### src/rtl/spi_pkg.sv
// Shared types and helpers for the SPI chip-select / SCK timing generator.
package spi_pkg;

    // Frame sequencing states.
    typedef enum logic [2:0] {
        IDLE  = 3'd0,
        SETUP = 3'd1,
        LO    = 3'd2,
        HI    = 3'd3,
        HOLD  = 3'd4,
        GAP   = 3'd5
    } spi_state_e;

    // SPI mode encodings as {cpol, cpha}.
    localparam logic [1:0] MODE0 = 2'b00;
    localparam logic [1:0] MODE1 = 2'b01;
    localparam logic [1:0] MODE2 = 2'b10;
    localparam logic [1:0] MODE3 = 2'b11;

    // Programmed counts of zero behave as one.
    function automatic logic [31:0] clamp_to_one(input logic [31:0] v);
        return (v == 32'd0) ? 32'd1 : v;
    endfunction

endpackage

### src/rtl/spi_phase_cnt.sv
// Loadable down-counter. o_tc marks the last cycle of a loaded interval:
// loading L gives exactly L cycles, the last of which has o_tc=1.
module spi_phase_cnt #(
    parameter int W = 8
) (
    input  logic         i_clk,
    input  logic         i_rst,
    input  logic         i_load,
    input  logic [W-1:0] i_val,
    output logic         o_tc
);

    logic [W-1:0] r_cnt;

    // Load on request, otherwise count down and rest at zero.
    always_ff @(posedge i_clk or posedge i_rst) begin
        if (i_rst) begin
            r_cnt <= '0;
        end else if (i_load) begin
            r_cnt <= i_val;
        end else if (r_cnt != '0) begin
            r_cnt <= r_cnt - W'(1);
        end
    end

    assign o_tc = (r_cnt == W'(1));

endmodule

### src/rtl/spi_cs_sck_timing.sv
// SPI master CS/SCK timing generator: one frame of N SCK cycles framed by
// programmable CS setup, hold and inter-frame gap, with sample/shift strobes.
module spi_cs_sck_timing
    import spi_pkg::*;
#(
    parameter int CS_NUM = 4,
    parameter int DIV_W  = 8,
    parameter int DLY_W  = 8,
    parameter int LEN_W  = 6,
    parameter int SEL_W  = (CS_NUM > 1) ? $clog2(CS_NUM) : 1
) (
    input  logic              i_clk,
    input  logic              i_rst,
    input  logic              i_cpol,
    input  logic              i_cpha,
    input  logic [DIV_W-1:0]  i_half_div,
    input  logic [LEN_W-1:0]  i_sck_cycles,
    input  logic [DLY_W-1:0]  i_cs_setup,
    input  logic [DLY_W-1:0]  i_cs_hold,
    input  logic [DLY_W-1:0]  i_cs_idle,
    input  logic [SEL_W-1:0]  i_cs_sel,
    input  logic              i_start,
    input  logic              i_abort,
    output logic              o_busy,
    output logic              o_done,
    output logic [CS_NUM-1:0] o_cs_n,
    output logic              o_sck,
    output logic              o_sample_stb,
    output logic              o_shift_stb,
    output logic [2:0]        o_dbg_state
);

    // Handshake: i_start is taken only in a cycle where o_busy=0 (state IDLE);
    // o_done is a single-cycle pulse in the first IDLE cycle after a normal frame.

    spi_state_e        r_state;
    spi_state_e        w_next;

    // Frame configuration captured at start.
    logic              r_cpol;
    logic              r_cpha;
    logic [DIV_W-1:0]  r_half_div;
    logic [LEN_W-1:0]  r_sck_cycles;
    logic [DLY_W-1:0]  r_cs_hold;
    logic [DLY_W-1:0]  r_cs_idle;
    logic [SEL_W-1:0]  r_cs_sel;
    logic [LEN_W-1:0]  r_cyc;

    logic              w_accept;
    logic [DIV_W-1:0]  w_half;
    logic [LEN_W-1:0]  w_n;
    logic              w_last_cyc;
    logic              w_ph_load;
    logic              w_ph_tc;
    logic              w_dly_load;
    logic [DLY_W-1:0]  w_dly_val;
    logic              w_dly_tc;
    logic              w_lead;
    logic              w_trail;

    logic [1:0]        w_mode;
    logic              w_sample_on_lead;
    logic              w_shift_on_lead;
    logic              w_cpol_eff;
    logic [SEL_W-1:0]  w_sel_eff;
    logic              w_cs_on;
    logic [CS_NUM-1:0] w_cs_n_nxt;
    logic              w_sck_nxt;
    logic              w_sample_nxt;
    logic              w_shift_nxt;
    logic              w_done_nxt;

    assign w_accept   = (r_state == IDLE) && i_start;
    assign w_half     = DIV_W'(clamp_to_one(32'(r_half_div)));
    assign w_n        = LEN_W'(clamp_to_one(32'(r_sck_cycles)));
    assign w_last_cyc = (r_cyc == (w_n - LEN_W'(1)));

    // Half-period timer for LO/HI phases.
    spi_phase_cnt #(.W(DIV_W)) u_phase_cnt (
        .i_clk  (i_clk),
        .i_rst  (i_rst),
        .i_load (w_ph_load),
        .i_val  (w_half),
        .o_tc   (w_ph_tc)
    );

    // Delay timer shared by SETUP, HOLD and GAP.
    spi_phase_cnt #(.W(DLY_W)) u_delay_cnt (
        .i_clk  (i_clk),
        .i_rst  (i_rst),
        .i_load (w_dly_load),
        .i_val  (w_dly_val),
        .o_tc   (w_dly_tc)
    );

    // Next-state logic, timer loads and SCK edge detection; abort wins over all.
    always_comb begin
        w_next     = r_state;
        w_ph_load  = 1'b0;
        w_dly_load = 1'b0;
        w_dly_val  = '0;
        w_lead     = 1'b0;
        w_trail    = 1'b0;
        case (r_state)
            IDLE: begin
                if (i_start) begin
                    w_next     = SETUP;
                    w_dly_load = 1'b1;
                    w_dly_val  = DLY_W'(clamp_to_one(32'(i_cs_setup)));
                end
            end
            SETUP: begin
                if (w_dly_tc) begin
                    w_next    = LO;
                    w_ph_load = 1'b1;
                end
            end
            LO: begin
                if (w_ph_tc) begin
                    w_next    = HI;
                    w_ph_load = 1'b1;
                    w_lead    = 1'b1;
                end
            end
            HI: begin
                if (w_ph_tc) begin
                    w_trail = 1'b1;
                    if (w_last_cyc) begin
                        w_next     = HOLD;
                        w_dly_load = 1'b1;
                        w_dly_val  = DLY_W'(clamp_to_one(32'(r_cs_hold)));
                    end else begin
                        w_next    = LO;
                        w_ph_load = 1'b1;
                    end
                end
            end
            HOLD: begin
                if (w_dly_tc) begin
                    if (r_cs_idle != '0) begin
                        w_next     = GAP;
                        w_dly_load = 1'b1;
                        w_dly_val  = r_cs_idle;
                    end else begin
                        w_next = IDLE;
                    end
                end
            end
            GAP: begin
                if (w_dly_tc) begin
                    w_next = IDLE;
                end
            end
            default: w_next = IDLE;
        endcase
        if (i_abort && (r_state != IDLE)) begin
            w_next     = IDLE;
            w_ph_load  = 1'b0;
            w_dly_load = 1'b0;
            w_lead     = 1'b0;
            w_trail    = 1'b0;
        end
    end

    // Next values of the registered outputs, derived from the next state.
    always_comb begin
        w_mode           = {r_cpol, r_cpha};
        w_sample_on_lead = (w_mode == MODE0) || (w_mode == MODE2);
        w_shift_on_lead  = (w_mode == MODE1) || (w_mode == MODE3);
        // Before a frame is latched the live inputs are the only valid source.
        w_cpol_eff = (r_state == IDLE) ? i_cpol : r_cpol;
        w_sel_eff  = (r_state == IDLE) ? i_cs_sel : r_cs_sel;
        w_cs_on    = (w_next == SETUP) || (w_next == LO) ||
                     (w_next == HI) || (w_next == HOLD);
        w_cs_n_nxt = '1;
        for (int i = 0; i < CS_NUM; i++) begin
            // Selects at or above CS_NUM match no line, so CS stays high.
            w_cs_n_nxt[i] = !(w_cs_on && (w_sel_eff == SEL_W'(i)));
        end
        w_sck_nxt    = (w_next == HI) ? ~w_cpol_eff : w_cpol_eff;
        w_sample_nxt = (w_sample_on_lead && w_lead) || (w_shift_on_lead && w_trail);
        w_shift_nxt  = (w_shift_on_lead && w_lead) ||
                       (w_sample_on_lead && w_trail && !w_last_cyc);
        w_done_nxt   = ((r_state == HOLD) || (r_state == GAP)) &&
                       (w_next == IDLE) && !i_abort;
    end

    // State register.
    always_ff @(posedge i_clk or posedge i_rst) begin
        if (i_rst) begin
            r_state <= IDLE;
        end else begin
            r_state <= w_next;
        end
    end

    // Configuration capture at start and SCK cycle counting at each HI exit.
    always_ff @(posedge i_clk or posedge i_rst) begin
        if (i_rst) begin
            r_cpol       <= 1'b0;
            r_cpha       <= 1'b0;
            r_half_div   <= '0;
            r_sck_cycles <= '0;
            r_cs_hold    <= '0;
            r_cs_idle    <= '0;
            r_cs_sel     <= '0;
            r_cyc        <= '0;
        end else if (w_accept) begin
            r_cpol       <= i_cpol;
            r_cpha       <= i_cpha;
            r_half_div   <= i_half_div;
            r_sck_cycles <= i_sck_cycles;
            r_cs_hold    <= i_cs_hold;
            r_cs_idle    <= i_cs_idle;
            r_cs_sel     <= i_cs_sel;
            r_cyc        <= '0;
        end else if (w_trail) begin
            r_cyc <= r_cyc + LEN_W'(1);
        end
    end

    // Output registers.
    always_ff @(posedge i_clk or posedge i_rst) begin
        if (i_rst) begin
            o_cs_n       <= '1;
            o_sck        <= 1'b0;
            o_busy       <= 1'b0;
            o_done       <= 1'b0;
            o_sample_stb <= 1'b0;
            o_shift_stb  <= 1'b0;
        end else begin
            o_cs_n       <= w_cs_n_nxt;
            o_sck        <= w_sck_nxt;
            o_busy       <= (w_next != IDLE);
            o_done       <= w_done_nxt;
            o_sample_stb <= w_sample_nxt;
            o_shift_stb  <= w_shift_nxt;
        end
    end

    assign o_dbg_state = r_state;

endmodule

### config.mk
export PLATFORM = sky130hd
export DESIGN_NAME = spi_cs_sck_timing
export DESIGN_NICKNAME = d
export VERILOG_FILES = /design/src/rtl/spi_pkg.sv /design/src/rtl/spi_phase_cnt.sv /design/src/rtl/spi_cs_sck_timing.sv
export SDC_FILE = /design/constraint.sdc
export NUM_CORES = 1
export LEC_CHECK = 0
export ABC_AREA = 1
export CAP_MARGIN = 10
export CORE_MARGIN = 2
export CORE_UTILIZATION = 25
export DETAILED_ROUTE_END_ITERATION = 12
export HOLD_SLACK_MARGIN = 0.08
export PLACE_DENSITY = 0.51
export SETUP_SLACK_MARGIN = 0.02
export SYNTH_ARGS = -nofsm -noshare
export SYNTH_HDL_FRONTEND = slang
export SYNTH_HIERARCHICAL = 1
export SYNTH_SLANG_ARGS = --single-unit
### constraint.sdc
create_clock -name i_clk -period 3.3 [get_ports i_clk]
set_clock_uncertainty 0.1 [all_clocks]
set_input_delay 0.33 -clock i_clk [delete_from_list [all_inputs] [get_ports i_clk]]
set_output_delay 0.33 -clock i_clk [all_outputs]
set_load 0.01 [all_outputs]
==> run metrics, run 1 <==
run status=finished clean; Initial Util=0.255; setup repair after global routing missed its margin=false; Clock Latency Late Sink=roughly 340 ps; cells after synthesis=503; total setup violations reported at the end of the flow=0; root cell of the clock tree=clkbuf_16; R2R cell count=20; Hold Violations, Final=0; Setup Buffers After CTS=0; cell-internal power=between 2 and 2.5 mW; Most used DFF post-synth=dfrtp_1; setup_tns=0 ps; part of the Yosys area used for sequential elements=0.441; net switching power of the design=roughly 1.6 mW; post-route setup slack=roughly 510 ps; Netlist Area Pre-Place=between 3000 and 4000 um^2; H-tree depth=3; cts bufs inserted=9; area of combinational cells with multiple inputs=1800 um^2; pre-CTS setup slack=between 300 and 400 ps; area of the core=about 15000 um^2; ratio of routed vias to standard cells=between 4 and 5; area growth from synthesis to layout=27.1%; total area of sequential cells=1710 um^2; Synth async-reset ratio=1.00; Syn. warnings=6; floorplan die width=128 um; clk sink count=68; required time of the worst setup path=3430 ps; post-route antenna net violation count=0; actual transition at the worst max-transition pin=between 600 and 700 ps; total power after layout=4.01 mW; sequential share of power=0.366; total iterations of the first detailed-routing run=5; WS Path Type=reg -> reg; Core Util, Final=0.324; vias in the first global route=roughly 3300; Pleak=between 2 and 2.5 nW; syn nets=around 560; Min-Delay Path Class=in -> async; power share of the clock group=0.238; power share of the combinational group=0.396; IO Port Bufs=57; Vias=3299; I/O Pins=58; type of element capturing the critical path=register; net switching share of the total power=0.394; initial antenna violation count=0; Hold-fix buffers, CTS=0; kind of start point of the critical path=register; highest attainable clock frequency=between 300 and 400 MHz; share of final-layout standard cells stronger than drive strength 1=0.110; routed wirelength normalized by instance count=roughly 13 um; gpl congestion=roughly 0.86; biggest fanout along the worst timing path=12; placed insts=around 740; first-pass GRT wire length=roughly 16000 um; hold slack=roughly 260 ps; Ant. Diodes=0; count of maximum capacitance violations=0; Congestion Overflow GR=0; final instance area=slightly below 5000 um^2; final critical delay including setup and external delays=~2800 ps; combined global-route utilization of all metal layers=0.123; normalized max-slew margin=0.547; Final Instance Count excl. Fillers=750; number of flops mapped to enable cells by yosys=0; Avg Synthesized Cell Area=between 7 and 8 um^2; share of the cycle needed by the critical path after routing=0.844; net total in the final layout=612; DIE HEIGHT=128 um; Post-Route WL=around 9400 um; power density of the placed cells=about 800 nW/um^2; CTS tree=built; Peak VDD IR=289 uV; DRC=0; initial drt markers=between 150 and 200; post-synthesis register bit count=between 60 and 70; CP arrival=2920 ps; pin count of the biggest net entering global routing=58; maximum clock insertion buffer count=2; cell area after placement=4620 um^2; Rows=between 40 and 50; clock slew seen by the registers of the worst setup and hold paths=approximately 60 ps; HPWL after detailed placement=roughly 7100 um; area of the die=roughly 16000 um^2; Slew Viols, Final=0; synth unique cells=35; number of filler cells placed in the layout=approximately 1600
[worst paths after layout]
kind,startpoint,endpoint,slack [ps]
max,r_sck_cycles[2],u_delay_cnt/r_cnt[7],510
min in group i_clk,r_cs_hold[0],r_cs_hold[0],370
max reg2reg,r_sck_cycles[2],u_delay_cnt/r_cnt[7],510
max in group asynchronous,i_rst,r_cs_hold[5],2160
min,i_rst,u_delay_cnt/r_cnt[0],260
min reg2reg,r_cs_hold[0],r_cs_hold[0],370
[kinds of logic after synthesis]
group	count (synthesis)	synth area share
simple gates	260	0.321
flops	68	0.441
compound gates	69	0.104
fa+ha+maj	8	0.0259
xor+xnor	7	0.0159
buf+inv	91	0.0922
[repair_timing]
action | in CTS | in global routing
endpoints found under the setup margin | 0 | 2
resized for setup | 0 | 1
hold endpoints to repair | 0 | 0
[sequential cells by signal, summed over array words and instances (netlist names)]
register           cells
r_cs_hold              8
r_cs_idle              8
r_half_div             8
u_delay_cnt/r_cnt      8
u_phase_cnt/r_cnt      8
r_cyc                  6
r_sck_cycles           6
o_cs_n                 4
o_dbg_state            3
r_cs_sel               2
o_busy                 1
o_done                 1
o_sample_stb           1
o_sck                  1
o_shift_stb            1
r_cpha                 1
r_cpol                 1
[cells in the mapped netlist, drive strengths merged, types with 2 or more instances]
cell / number / area, um^2
a211oi: 2 / 25.0
nor2: 57 / 284
xor2: 5 / 43.8
o221ai: 6 / 52.6
ha: 8 / 100
nand2: 150 / 601
nor3: 6 / 30.0
nor4: 6 / 58.8
o21ai: 47 / 235
o211ai: 2 / 15.0
nand4: 7 / 62.6
buf: 8 / 45.0
xnor2: 2 / 17.5
a21oi: 11 / 66.3
inv: 73 / 274
dfstp: 4 / 105
clkbuf: 9 / 33.8
dfrtp: 64 / 1600
nand3: 33 / 193
[routing by layer]
layer / vias up / GRT usage / part of all wire
met5: - / 0 / 0
met4: 0 / 0.0511 / 0.020
met3: 17 / 0.0349 / 0.049
met2: 69 / 0.182 / 0.44
met1: 1518 / 0.168 / 0.49
li1: 1695 / - / -
[power by group through the flow]
stage	Clock (mW)	Combinational (mW)	Sequential (mW)
global route	1.02	1.84	1.52
global placement	0	1.57	1.48
floorplan	0	1.21	1.44
detailed placement	0	1.60	1.48
CTS	0.978	1.61	1.47
finish	0.957	1.59	1.47
[layout by cell type (no fill, tap or decap), types with 5 or more instances in the layout]
| master | n |
|---|---|
| a21oi_1 | 10 |
| clkbuf_16 | 9 |
| clkdlybuf4s50_1 | 57 |
| dfrtp_1 | 64 |
| ha_1 | 8 |
| inv_1 | 69 |
| nand2_1 | 141 |
| nand2_2 | 6 |
| nand3_1 | 29 |
| nor2_1 | 41 |
| nor2_2 | 10 |
| nor2_4 | 6 |
| nor3_1 | 6 |
| o21ai_0 | 45 |
| o221ai_1 | 6 |
| xor2_1 | 5 |
[worst max-delay path, cell delays in order (launching register included)]
cell      delay [ps]
dfrtp_1          400
nor2_2           170
nand3b_2         130
nand2_1          100
inv_1             50
ha_1             220
inv_1             60
nand2_1           40
nand2_1           70
xor2_1           170
nor2_2            70
nand4_2          140
nand3_1           80
nand2_1           70
inv_1             90
inv_1            260
nand3_1          140
nor2_2           150
nor2_1            60
nand2_1           60
inv_1             40
[cell type report]
type,count,area share
Sequential cell,68,0.347
Inverter,74,0.0573
Clock buffer,13,0.0509
Multi-Input combinational cell,344,0.367
Clock inverter,2,0.00713
Timing Repair Buffer,61,0.122
Tap cell,188,0.0479
Note: power is estimated with default switching activity, not from simulation.
==> inputs of run 2 (changes only) <==
- PLACE_DENSITY: 0.51 -> 0.53
- clock period: 3.3 -> 2.3 ns (I/O delays scaled with it)
==> run 2 against run 1 <==
  * The flow now finishes with violations (setup timing)
  * Die area unchanged
  * Fmax up 11%
  * Power up 59%
  * Sequential power up 43%
  * Utilization up 3.6 points
  * Register-to-register slack worse by 720 ps
  * Non-clock buffer count up 34
  * Final area up 11%
  * Sequential share of layout area down 3.5 points
  * Count of clock-buffer cells in the layout up 1
  * Final cell count up 4.7%
==> run metrics, run 2 (synthesized netlist as in run 1, its figures left out) <==
gpl congestion=0.849 (was 0.865); DRC=0 (unchanged); HPWL after detailed placement=7300 um (was 7150 um); total power after layout=6.38 mW (was 4.01 mW); actual transition at the worst max-transition pin=390 ps (was 679 ps); ratio of routed vias to standard cells=4.45 (was 4.40); run status=finished, violations left (was finished clean); placed insts=759 (was 735); root cell of the clock tree=clkbuf_16 (unchanged); worst reg2reg setup slack=-200 ps (was 510 ps); Clock Latency Late Sink=330 ps (was 340 ps); cell-internal power=3.78 mW (was 2.43 mW); net switching share of the total power=0.407 (was 0.394); most frequent cells in the layout=137 x nand2_1, 65 x inv_1, 63 x dfrtp_1 (was 141 x nand2_1, 69 x inv_1, 64 x dfrtp_1); kind of start point of the critical path=register (unchanged); Hold-fix buffers, CTS=0 (unchanged); I/O Pins=58 (unchanged); total iterations of the first detailed-routing run=5 (unchanged); Congestion Overflow GR=0 (unchanged); maximum clock insertion buffer count=2 (unchanged); setup repair after global routing missed its margin=true (was false); initial antenna violation count=0 (unchanged); most common library cell in the layout ignoring fill and taps=nand2_1 (unchanged); area of the core=15100 um^2 (unchanged); Final Instance Count excl. Fillers=785 (was 750); CTS tree=built (unchanged); clk sink count=68 (unchanged); Peak VDD IR=410 uV (was 289 uV); Hold Violations, Final=0 (unchanged); Slew Viols, Final=0 (unchanged); normalized max-slew margin=0.740 (was 0.547); IO Port Bufs=57 (unchanged); count of maximum capacitance violations=0 (unchanged); cts bufs inserted=9 (unchanged); total setup violations reported at the end of the flow=22 (was 0); power density of the placed cells=1170 nW/um^2 (was 817 nW/um^2); post-route setup slack=-202 ps (was 513 ps); sequential share of power=0.330 (was 0.366); pre-CTS setup slack=-217 ps (was 376 ps); hold slack=204 ps (was 262 ps); type of element capturing the critical path=register (unchanged); Vias=3494 (was 3299); net switching power of the design=2.60 mW (was 1.58 mW); Post-Route WL=10100 um (was 9380 um); WS Path Type=reg -> reg (unchanged); routed wirelength normalized by instance count=12.8 um (was 12.5 um); Rows=45 (unchanged); area of the die=16500 um^2 (unchanged); required time of the worst setup path=2410 ps (was 3430 ps); DIE HEIGHT=128 um (unchanged); post-route antenna net violation count=0 (unchanged); first-pass GRT wire length=16100 um (was 15900 um); CP arrival=2610 ps (was 2920 ps); power share of the clock group=0.201 (was 0.238); final critical delay including setup and external delays=2500 ps (was 2790 ps); violations in the final reports=setup timing; vias in the first global route=3334 (was 3302); pin count of the biggest net entering global routing=58 (unchanged); initial drt markers=172 (was 168); share of the cycle needed by the critical path after routing=1.09 (was 0.844); Pleak=2.58 nW (was 2.34 nW); Min-Delay Path Class=in -> async (unchanged); power share of the combinational group=0.469 (was 0.396); area growth from synthesis to layout=41.3% (was 27.1%); share of final-layout standard cells stronger than drive strength 1=0.218 (was 0.110); combined global-route utilization of all metal layers=0.123 (about the same); H-tree depth=3 (unchanged); floorplan die width=128 um (unchanged); biggest fanout along the worst timing path=5 (was 12); clock slew seen by the registers of the worst setup and hold paths=60 ps (about the same); Initial Util=0.255 (unchanged); highest attainable clock frequency=400 MHz (was 359 MHz); Ant. Diodes=0 (unchanged); net total in the final layout=646 (was 612)
run 2: worst paths after layout:
path / start / to / cells after the start
min in group i_clk: i_sck_cycles[5] / r_sck_cycles[5] / 3
worst max register to register: r_sck_cycles[2] / u_delay_cnt/r_cnt[0] / 19
worst max-delay path: r_sck_cycles[2] / u_delay_cnt/r_cnt[0] / 19
worst min register to register: r_cs_hold[0] / r_cs_hold[0] / 2
worst min-delay path: i_rst / u_phase_cnt/r_cnt[1] / 2
max in group asynchronous: i_rst / r_sck_cycles[0] / 3
run 2: critical path, stage by stage (launching register included):
cell and delay (ps):
dfrtp_1 400, nor2_4 150, nand3b_4 90, nand2_2 80
inv_2 50, ha_4 150, inv_1 40, nand2_1 40
nand2_1 90, xor2_2 190, nor2_4 60, nand4_4 90
nand3_2 100, nand2_2 90, inv_4 60, nor2_2 160
nand4_4 150, buf_4 170, nand2_1 50, o21ai_0 70
run 2: through the flow:
| step | TNS [ps] | util | area (um^2) |
|---|---|---|---|
| CTS | -2320 | 0.347 | 5260 |
| global route | -5830 | 0.361 | 5460 |
| global placement | -1160 | 0.321 | 4860 |
| detailed placement | -2780 | 0.321 | 4860 |
| floorplan | -370 | - | 3900 |
| finish | -2630 | 0.361 | 5460 |
run 2: per-layer routing:
| layer | vias to the layer above | part of all wire | track usage |
|---|---|---|---|
| met5 | - | 0 | 0 |
| met3 | 14 | 0.044 | 0.0270 |
| met1 | 1623 | 0.48 | 0.170 |
| met2 | 83 | 0.46 | 0.190 |
| met4 | 0 | 0.020 | 0.0472 |
| li1 | 1774 | - | - |
run 2: final cells by class:
| class | instances | area (um^2) |
|---|---|---|
| Sequential cell | 68 | 1710 |
| Timing Repair Buffer | 95 | 911 |
| Inverter | 74 | 285 |
| Tap cell | 188 | 235 |
| Clock buffer | 14 | 264 |
| Clock inverter | 2 | 12.5 |
| Multi-Input combinational cell | 344 | 2050 |
| Fill cell | 1513 | 9680 |
run 2: repair_timing:
item                       in CTS  in global routing
setup endpoints to repair      23                 27
pin swaps                      13                 20
buffers inserted                6                  4
resized for setup              23                 43
run 2: power groups by stage:
stage / registers [mW] / logic [mW] / clock network [mW]
floorplan: 2.07 / 1.77 / 0
global placement: 2.11 / 2.53 / 0
detailed placement: 2.11 / 2.60 / 0
CTS: 2.10 / 2.76 / 1.33
global route: 2.17 / 3.34 / 1.38
finish: 2.10 / 2.99 / 1.28
==> inputs of run 3 (changes only) <==
- CELL_PAD_IN_SITES_DETAIL_PLACEMENT: not set -> 1
- CELL_PAD_IN_SITES_GLOBAL_PLACEMENT: not set -> 1
- CORE_ASPECT_RATIO: not set -> 0.7
- CORE_MARGIN: 2 -> not set
- PLACE_DENSITY: 0.53 -> 0.65
==> run 3 against run 2 <==
  * The run still ends with setup timing left
  * Power is 9.8% higher
  * Sequential share of layout area down 1.0 points
  * Count of clock-buffer cells in the layout decreased by 2
  * Critical endpoint is now u_delay_cnt/r_cnt[6]
  * Largest cell class unchanged
  * Highest routed layer unchanged
==> run metrics, run 3 (synthesized netlist as in run 1, its figures left out) <==
DIE HEIGHT=106 um (was 128 um); area of the die=16000 um^2 (was 16500 um^2); CP arrival=2660 ps (was 2610 ps); post-route antenna net violation count=0 (unchanged); launch point of the worst reg-to-reg path=r_sck_cycles[4] (was r_sck_cycles[2]); slowest CP cell=dfrtp_1 (unchanged); normalized max-slew margin=0.723 (was 0.740); biggest fanout along the worst timing path=6 (was 5); area growth from synthesis to layout=45.9% (was 41.3%); floorplan die width=151 um (was 128 um); HPWL after detailed placement=9040 um (was 7300 um); Top Usage Layer GRT=met2 (unchanged); CTS tree=built (unchanged); count of maximum capacitance violations=0 (unchanged); Rows=37 (was 45); total iterations of the first detailed-routing run=4 (was 5); combined global-route utilization of all metal layers=0.161 (was 0.123); H-tree depth=3 (unchanged); vias in the first global route=3902 (was 3334); kind of start point of the critical path=register (unchanged); routed wirelength normalized by instance count=14.7 um (was 12.8 um); R2R cell count=16 (was 19); most prevalent standard cell on the critical path=nand3_1 (was nand2_1); setup repair after global routing missed its margin=true (unchanged); run status=finished, violations left (unchanged); initial antenna violation count=0 (unchanged); clock slew seen by the registers of the worst setup and hold paths=60 ps (about the same); critical register-to-register path endpoint=u_delay_cnt/r_cnt[6] (was u_delay_cnt/r_cnt[0]); initial drt markers=124 (was 172); most common library cell in the layout ignoring fill and taps=nand2_1 (unchanged); total power after layout=7.01 mW (was 6.38 mW); Max stage delay on crit path=420 ps (was 400 ps); clk sink count=68 (unchanged); cells along the critical path=nor2_4 > nand3b_4 > nand2_4 > inv_4 > ha_4 > xor2_1 > nand3_1 > nor2_2 > nand4_2 > nand3_1 > nand2_1 > inv_2 > clkinv_4 > buf_4 > o21ai_2 > a21oi_1 (was nor2_4 > nand3b_4 > nand2_2 > inv_2 > ha_4 > inv_1 > nand2_1 > nand2_1 > xor2_2 > nor2_4 > nand4_4 > nand3_2 > nand2_2 > inv_4 > nor2_2 > nand4_4 > buf_4 > nand2_1 > o21ai_0); I/O Pins=58 (unchanged); Initial Util=0.259 (was 0.255); pin count of the biggest net entering global routing=30 (was 58); GR Util met3=0.0373 (was 0.0270); post-route setup slack=-236 ps (was -202 ps); Post-Route WL=11800 um (was 10100 um); CP delay by family, top=simple AND/OR/NAND/NOR gates (unchanged); actual transition at the worst max-transition pin=416 ps (was 390 ps); gpl congestion=0.828 (was 0.849); cell area after placement=4890 um^2 (was 4860 um^2); root cell of the clock tree=clkbuf_16 (unchanged); ratio of routed vias to standard cells=4.51 (was 4.45); IO Port Bufs=57 (unchanged); DRC=0 (unchanged); required time of the worst setup path=2430 ps (was 2410 ps); Buffers & Inverters on Critical Path=4 (unchanged); Global Route met1 Usage=0.225 (was 0.170); Peak VDD IR=364 uV (was 410 uV); net total in the final layout=655 (was 646); Vias=3609 (was 3494); total setup violations reported at the end of the flow=23 (was 22); share of final-layout standard cells stronger than drive strength 1=0.252 (was 0.218); Congestion Overflow GR=0 (unchanged); most frequent cells in the layout=133 x nand2_1, 64 x inv_1, 64 x dfrtp_1 (was 137 x nand2_1, 65 x inv_1, 63 x dfrtp_1); share of the cycle needed by the critical path after routing=1.10 (was 1.09); Clock Latency Late Sink=340 ps (was 330 ps); worst reg2reg setup slack=-240 ps (was -200 ps); power density of the placed cells=1240 nW/um^2 (was 1170 nW/um^2); highest attainable clock frequency=394 MHz (was 400 MHz); violations in the final reports=setup timing (unchanged); cts bufs inserted=9 (unchanged); Hold Violations, Final=0 (unchanged); Pleak=2.66 nW (was 2.58 nW); final instance area=5640 um^2 (was 5460 um^2); Ant. Diodes=0 (unchanged); WS Path Type=reg -> reg (unchanged); Slew Viols, Final=0 (unchanged); first-pass GRT wire length=19700 um (was 16100 um); Min-Delay Path Class=in -> async (unchanged); maximum clock insertion buffer count=2 (unchanged); area of the core=14900 um^2 (was 15100 um^2); final critical delay including setup and external delays=2540 ps (was 2500 ps); type of element capturing the critical path=register (unchanged); met2 routing resource usage after global routing=0.243 (was 0.190)
[run 3: cell types whose count changed in the layout (fill, tap and decap cells not counted), sizes merged]
cell / previous run / this run
clkinvlp: 1 / 0
clkbuf: 14 / 12
bufinv: 0 / 3
buf: 38 / 47
clkinv: 2 / 3
inv: 73 / 72
[run 3: layout make-up]
class	count	area (um^2)
clock buffer	12	256
clock inverter	4	95.1
fill	1761	9270
inverter	74	290
multi-input combinational	344	2090
sequential	68	1710
tap	195	244
timing repair buffer	104	957
[run 3: what timing repair did]
action / CTS / global route
setup buffers: 8 / 5
hold buffers: 0 / 0
resized for setup: 29 / 57
pin swaps: 20 / 23
setup endpoints to repair: 23 / 27
[run 3: worst max-delay path by stage]
| stage | start | to | slack (ps) | cells past startpoint |
|---|---|---|---|---|
| finish | r_sck_cycles[4] | u_delay_cnt/r_cnt[6] | -240 | 16 |
| global route | r_sck_cycles[4] | u_delay_cnt/r_cnt[0] | -390 | 16 |
| CTS | r_sck_cycles[1] | u_delay_cnt/r_cnt[0] | -160 | 17 |
| detailed placement | r_sck_cycles[2] | u_phase_cnt/r_cnt[0] | -260 | 15 |
| global placement | r_sck_cycles[3] | u_phase_cnt/r_cnt[7] | -130 | 17 |
| floorplan | r_sck_cycles[2] | u_delay_cnt/r_cnt[7] | -60 | 18 |
[run 3: metrics by stage]
| step | hold WS [ps] | cells | util | setup WS (ps) | TNS [ps] |
|---|---|---|---|---|---|
| 6_report | 195 | 801 | 0.378 | -236 | -3430 |
| 5_1_grt | 226 | 801 | 0.378 | -385 | -7060 |
| 4_1_cts | 207 | 796 | 0.363 | -156 | -2320 |
| 3_5_place_dp | 370 | 772 | 0.328 | -265 | -3180 |
| 3_3_place_gp | 363 | 772 | 0.328 | -131 | -1210 |
| 2_1_floorplan | -54.3 | 503 | - | -60.7 | -370 |
[run 3: power breakdown]
part	internal, mW	switching [mW]	leakage (nW)
registers	1.71	0.423	0.842
logic	1.36	1.89	1.65
clock network	1.12	0.507	0.173
[run 3: layer usage]
layer / part of all wire / wire length, um
met3: 0.036 / 419
met1: 0.51 / 6040
met4: 0.015 / 178
met2: 0.44 / 5140
met5: 0 / 0
